`src/rtl/hazard_control.sv`:
```
// Pipeline hazard controller: load-use stall, branch flush, dmem freeze.
// Optional perf counters built when HAZARD_PERF_CNT_EN is defined.
module hazard_control #(
  parameter int unsigned FLUSH_CYCLES = 1,
  parameter int unsigned MEM_TIMEOUT  = 255
) (
  input  logic        clk,
  input  logic        reset,
  input  logic        ID_EX_MemRead,
  input  logic [4:0]  ID_EX_Rw,
  input  logic [4:0]  IF_ID_Ra,
  input  logic [4:0]  IF_ID_Rb,
  input  logic        IF_ID_UseRb,
  input  logic        EX_Branch_Taken,
  input  logic        EX_MEM_MemAccess,
  input  logic        dmem_ack,
  output logic        dmem_req,
  output logic        PC_Write,
  output logic        IF_ID_Write,
  output logic        ID_EX_Write,
  output logic        EX_MEM_Write,
  output logic        MEM_WB_Bubble,
  output logic        ID_EX_Bubble,
  output logic        IF_ID_Flush,
  output logic        ID_EX_Flush,
  output logic        mem_fault,
  output logic [31:0] stall_cycles,
  output logic [15:0] flush_count
);

  typedef enum logic [1:0] {
    RUN      = 2'd0,
    MEM_WAIT = 2'd1,
    FLUSH    = 2'd2
  } state_t;

  localparam logic [7:0] TMO   = 8'(MEM_TIMEOUT);
  localparam logic [2:0] FLD   = 3'(FLUSH_CYCLES - 1);
  localparam bit         MULTI = (FLUSH_CYCLES > 1);

  state_t     state, state_n;
  logic [7:0] wait_cnt, wait_n;
  logic [2:0] flush_cnt, flush_n;

  logic timeout, req, freeze, branch;
  logic flushing, hazard, stall;

  assign timeout = (state == MEM_WAIT) && (wait_cnt == TMO);
  assign req     = reset &
                   ((state == MEM_WAIT) ? ~timeout : EX_MEM_MemAccess);
  assign freeze  = req & ~dmem_ack;
  assign branch  = reset & EX_Branch_Taken & ~freeze;

  assign flushing = reset & ~freeze &
                    (branch | (state == FLUSH));

  assign hazard = ID_EX_MemRead && (ID_EX_Rw != 5'd31) &&
                  ((ID_EX_Rw == IF_ID_Ra) ||
                   (IF_ID_UseRb && (ID_EX_Rw == IF_ID_Rb)));

  assign stall = reset & hazard & ~freeze & ~flushing;

  always_ff @(posedge clk or negedge reset) begin
    if (!reset) begin
      state     <= RUN;
      wait_cnt  <= '0;
      flush_cnt <= '0;
    end else begin
      state     <= state_n;
      wait_cnt  <= wait_n;
      flush_cnt <= flush_n;
    end
  end

  // a flush interrupted by a freeze resumes once memory releases
  always_comb begin
    state_n = state;
    wait_n  = wait_cnt;
    flush_n = flush_cnt;
    unique case (state)
      RUN: begin
        if (freeze) begin
          state_n = MEM_WAIT;
          wait_n  = 8'd1;
        end else if (branch && MULTI) begin
          state_n = FLUSH;
          flush_n = FLD;
        end
      end
      MEM_WAIT: begin
        if (freeze) begin
          wait_n = wait_cnt + 8'd1;
        end else begin
          wait_n = '0;
          if (branch && MULTI) begin
            state_n = FLUSH;
            flush_n = FLD;
          end else if (flush_cnt != '0) begin
            state_n = FLUSH;
          end else begin
            state_n = RUN;
          end
        end
      end
      FLUSH: begin
        if (freeze) begin
          state_n = MEM_WAIT;
          wait_n  = 8'd1;
        end else if (branch) begin
          flush_n = FLD;
        end else if (flush_cnt <= 3'd1) begin
          state_n = RUN;
          flush_n = '0;
        end else begin
          flush_n = flush_cnt - 3'd1;
        end
      end
      default: begin
        state_n = RUN;
        wait_n  = '0;
        flush_n = '0;
      end
    endcase
  end

  always_comb begin
    dmem_req      = req;
    PC_Write      = reset & ~freeze & ~stall;
    IF_ID_Write   = reset & ~freeze & ~stall;
    ID_EX_Write   = reset & ~freeze;
    EX_MEM_Write  = reset & ~freeze;
    MEM_WB_Bubble = ~reset | freeze;
    ID_EX_Bubble  = stall;
    IF_ID_Flush   = ~reset | flushing;
    ID_EX_Flush   = ~reset | flushing;
    mem_fault     = reset & timeout;
  end

`ifdef HAZARD_PERF_CNT_EN
  logic [31:0] stall_q;
  logic [15:0] flush_q;

  always_ff @(posedge clk or negedge reset) begin
    if (!reset) begin
      stall_q <= '0;
      flush_q <= '0;
    end else begin
      if (!PC_Write && (stall_q != '1))
        stall_q <= stall_q + 32'd1;
      if (branch && (flush_q != '1))
        flush_q <= flush_q + 16'd1;
    end
  end

  assign stall_cycles = stall_q;
  assign flush_count  = flush_q;
`else
  assign stall_cycles = '0;
  assign flush_count  = '0;
`endif

endmodule

```
`config.mk`:
```
export PLATFORM = sky130hd
export DESIGN_NAME = hazard_control
export DESIGN_NICKNAME = d
export VERILOG_FILES = /design/src/rtl/hazard_control.sv
export SDC_FILE = /design/constraint.sdc
export NUM_CORES = 1
export LEC_CHECK = 0
export ABC_AREA = 1
export CAP_MARGIN = 20
export CORE_UTILIZATION = 42
export CTS_CLUSTER_DIAMETER = 150
export CTS_CLUSTER_SIZE = 40
export DETAILED_ROUTE_END_ITERATION = 16
export PLACE_DENSITY_LB_ADDON = 0.3
export SKIP_LAST_GASP = 1
export SYNTH_ARGS = -nofsm -noshare
export SYNTH_HDL_FRONTEND = slang
export SYNTH_SLANG_ARGS = --single-unit
```
`constraint.sdc`:
```
create_clock -name clk -period 3.5 [get_ports clk]
set_clock_uncertainty 0.15 [all_clocks]
set_input_delay 0.7 -clock clk [delete_from_list [all_inputs] [get_ports clk]]
set_output_delay 0.7 -clock clk [all_outputs]
set_load 0.005 [all_outputs]
```
==> results_dict.tcl <==
set metrics [dict create \
    clockBufferDepth 2 \
    drive_above_1_share_pct 4.85 \
    cp-end-kind "primary output" \
    insertion_delay_ns 0.27 \
    synth_area_per_cell_um2 7.20 \
    use_met1_pct 18.2 \
    post_cts_resized 0 \
    drv_slew 0 \
    grt_pass1_vias 893 \
    cts_buffers 3 \
    p_int_uw 299 \
    path_class "input pin to primary output" \
    start_util_pct 45.1 \
    syn_to_final_growth_pct 12.9 \
    ys_warn_count 0 \
    vias 1094 \
    powerDensity_mw_per_mm2 301 \
    crit_fanout 3 \
    drt_wl_total_um 2310 \
    cts.sinks 13 \
    fin_crit_sh_pct 91.0 \
    worst_ep_arrival_time_ns 2.34 \
    final_area_mm2 0.00159 \
    antenna_cells 0 \
    cts.clk_slew.worst_paths_ns 0.08 \
    critPathMaxStageDelay_ns 0.51 \
    cap_violations 0 \
    num-fill-cells 331 \
    crit_path_cell_trace "clkdlybuf4s50_1, inv_1, nand2_1, o21ai_0, nor2_1, nand3_1, nand2_1, nand2_1, nor2_1, clkdlybuf4s50_1" \
    final_cell_mix "conb_1, nand2_1, clkdlybuf4s50_1" \
    route.detailed.wl_per_inst_um 8.53 \
    fmax_mhz 314 \
    pwr-share-comb_pct 40.7 \
    clockPowerShare_pct 19.4 \
    cp-start-kind "input pin" \
    drt_pre_antenna_iters 4 \
    gr-usage-met3_pct 2.16 \
    setup_viol 0 \
    core-area_mm2 0.00313 \
    grt_busiest_layer "met2" \
    die_h_um 60.0 \
    cp_common_cell "nand2_1" \
    sw_frac_of_total_pct 37.6 \
    cts_htree_levels 1 \
    synthCells 196 \
    floorplan.rows 20 \
    hp-class "flop to flop" \
    finalHoldViolCount 0 \
    final_nets 254 \
    placed_cell_area_mm2 0.00157 \
    finalCriticalPeriod_ns 3.19 \
    hold_buffers 0 \
    p_sw_uw 180 \
    synth_cell_types 23 \
    io_buffers 31 \
    ant_nets 0 \
    hpwl_um 1910 \
    gp_congestion 0.804 \
    seq_area_frac_synth_pct 23.0 \
    antenna_found_initial 0 \
    final_common_cell "conb_1" \
    grt_usage_pct 13.7 \
    dieArea_mm2 0.00360 \
    grt_pass1_wl_um 3770 \
    cpMaxStageDelayCell "clkdlybuf4s50_1" \
    ir_drop_v 0.0000922 \
    synth_seq_cells 13 \
    grt_start_max_net_pins 17 \
    syn-cell-area_mm2 0.00141 \
    postCtsSetupRepairBufs 0 \
    overflow 0 \
    vias_per_cell 4.04 \
    p_leak_uw 0.000812 \
    required_ns 2.65 \
    ios 80 \
    drcViolationCount 0 \
    rsz0062_at_grt "false" \
    drtIter0Drc 25 \
    status "completed" \
    cts_tree "done" \
    cts_root_buffer "clkbuf_4" \
    seq_power_share_pct 39.9 \
    die_x_um 60.0 \
    fin_tns_setup_ns 0 \
    grt_util_met2_pct 22.2 \
]
## synthesized netlist by cell type, drive strengths merged
| cell type | number | area share (%) |
|---|---|---|
| o21ai | 12 | 4.3 |
| nor2 | 17 | 5.1 |
| dfrtp | 13 | 23 |
| inv | 22 | 5.9 |
| buf | 52 | 28 |
| a21oi | 9 | 4.3 |
| nand3b | 1 | 0.53 |
| xor2 | 11 | 6.8 |
| nand3 | 13 | 5.5 |
| conb | 1 | 0.27 |
| xnor2 | 1 | 0.62 |
| nand2 | 37 | 11 |
| nor3 | 2 | 0.71 |
| ha | 4 | 3.5 |
| o211ai | 1 | 0.53 |
## power by group through the flow
stage	Clock [uW]	Sequential (uW)	Combinational, uW
2_1_floorplan	0	189	170
3_3_place_gp	0	193	191
3_5_place_dp	0	195	194
4_1_cts	95.8	191	195
5_1_grt	102	194	223
6_report	93.1	191	195
## final cells by class
cell class	count	area [um^2]	share of cell area [%]
well taps	44	55.1	3.46
multi-input cells	156	786	49.3
repair buffers	32	318	20.0
clock buffers	4	26.3	1.65
flip-flops and latches	13	325	20.4
inverters	22	82.6	5.18
## worst paths after layout
| path | to | slack (ns) | start | cells after the start |
|---|---|---|---|---|
| min | state[0] | 0.32 | state[1] | 1 |
| min reg2reg | state[0] | 0.32 | state[1] | 1 |
| max | ID_EX_Bubble | 0.31 | ID_EX_Rw[3] | 10 |
| min in group asynchronous | state[1] | 0.62 | reset | 2 |
| max reg2reg | flush_cnt[0] | 1.65 | wait_cnt[0] | 9 |
| max in group asynchronous | wait_cnt[3] | 2.40 | reset | 2 |
## registers in the layout, indices dropped and copies added, names as in the netlist
register	cells
flush_cnt	3
state	2
wait_cnt	8
## cells by family after synthesis
logic type / share of synthesized area (%)
AOI/OAI and AO/OA: 9.04
other: 0.266
buffers and inverters: 33.8
DFF: 23.0
xor gates and xnor gates: 7.45
and+or+nand+nor: 22.9
adders and majority gates: 3.55
## metal layers
| metal | wire length, um | vias up |
|---|---|---|
| met2 | 1080 | 54 |
| met4 | 29 | 0 |
| met5 | 0 | - |
| li1 | - | 569 |
| met3 | 134 | 4 |
| met1 | 1070 | 467 |
## metrics by stage
step | utilization, % | power (uW) | hold WS, ns | worst slack (ns) | std cells
2_1_floorplan | - | 359 | 0.254 | 1.18 | 243
3_3_place_gp | 50.1 | 384 | 0.299 | 0.352 | 267
3_5_place_dp | 50.1 | 389 | 0.310 | 0.314 | 267
4_1_cts | 50.9 | 483 | 0.320 | 0.302 | 271
5_1_grt | 50.9 | 518 | 0.352 | 0.191 | 271
6_report | 50.9 | 479 | 0.322 | 0.314 | 271
## critical path, delay by kind of cell
family | cells | cell delay [ns]
AND/OR/NAND/NOR | 6 | 0.46
AO/OA/AOI/OAI | 1 | 0.08
buffers and inverters | 3 | 1.07
Power figures use the tool's default switching activity.
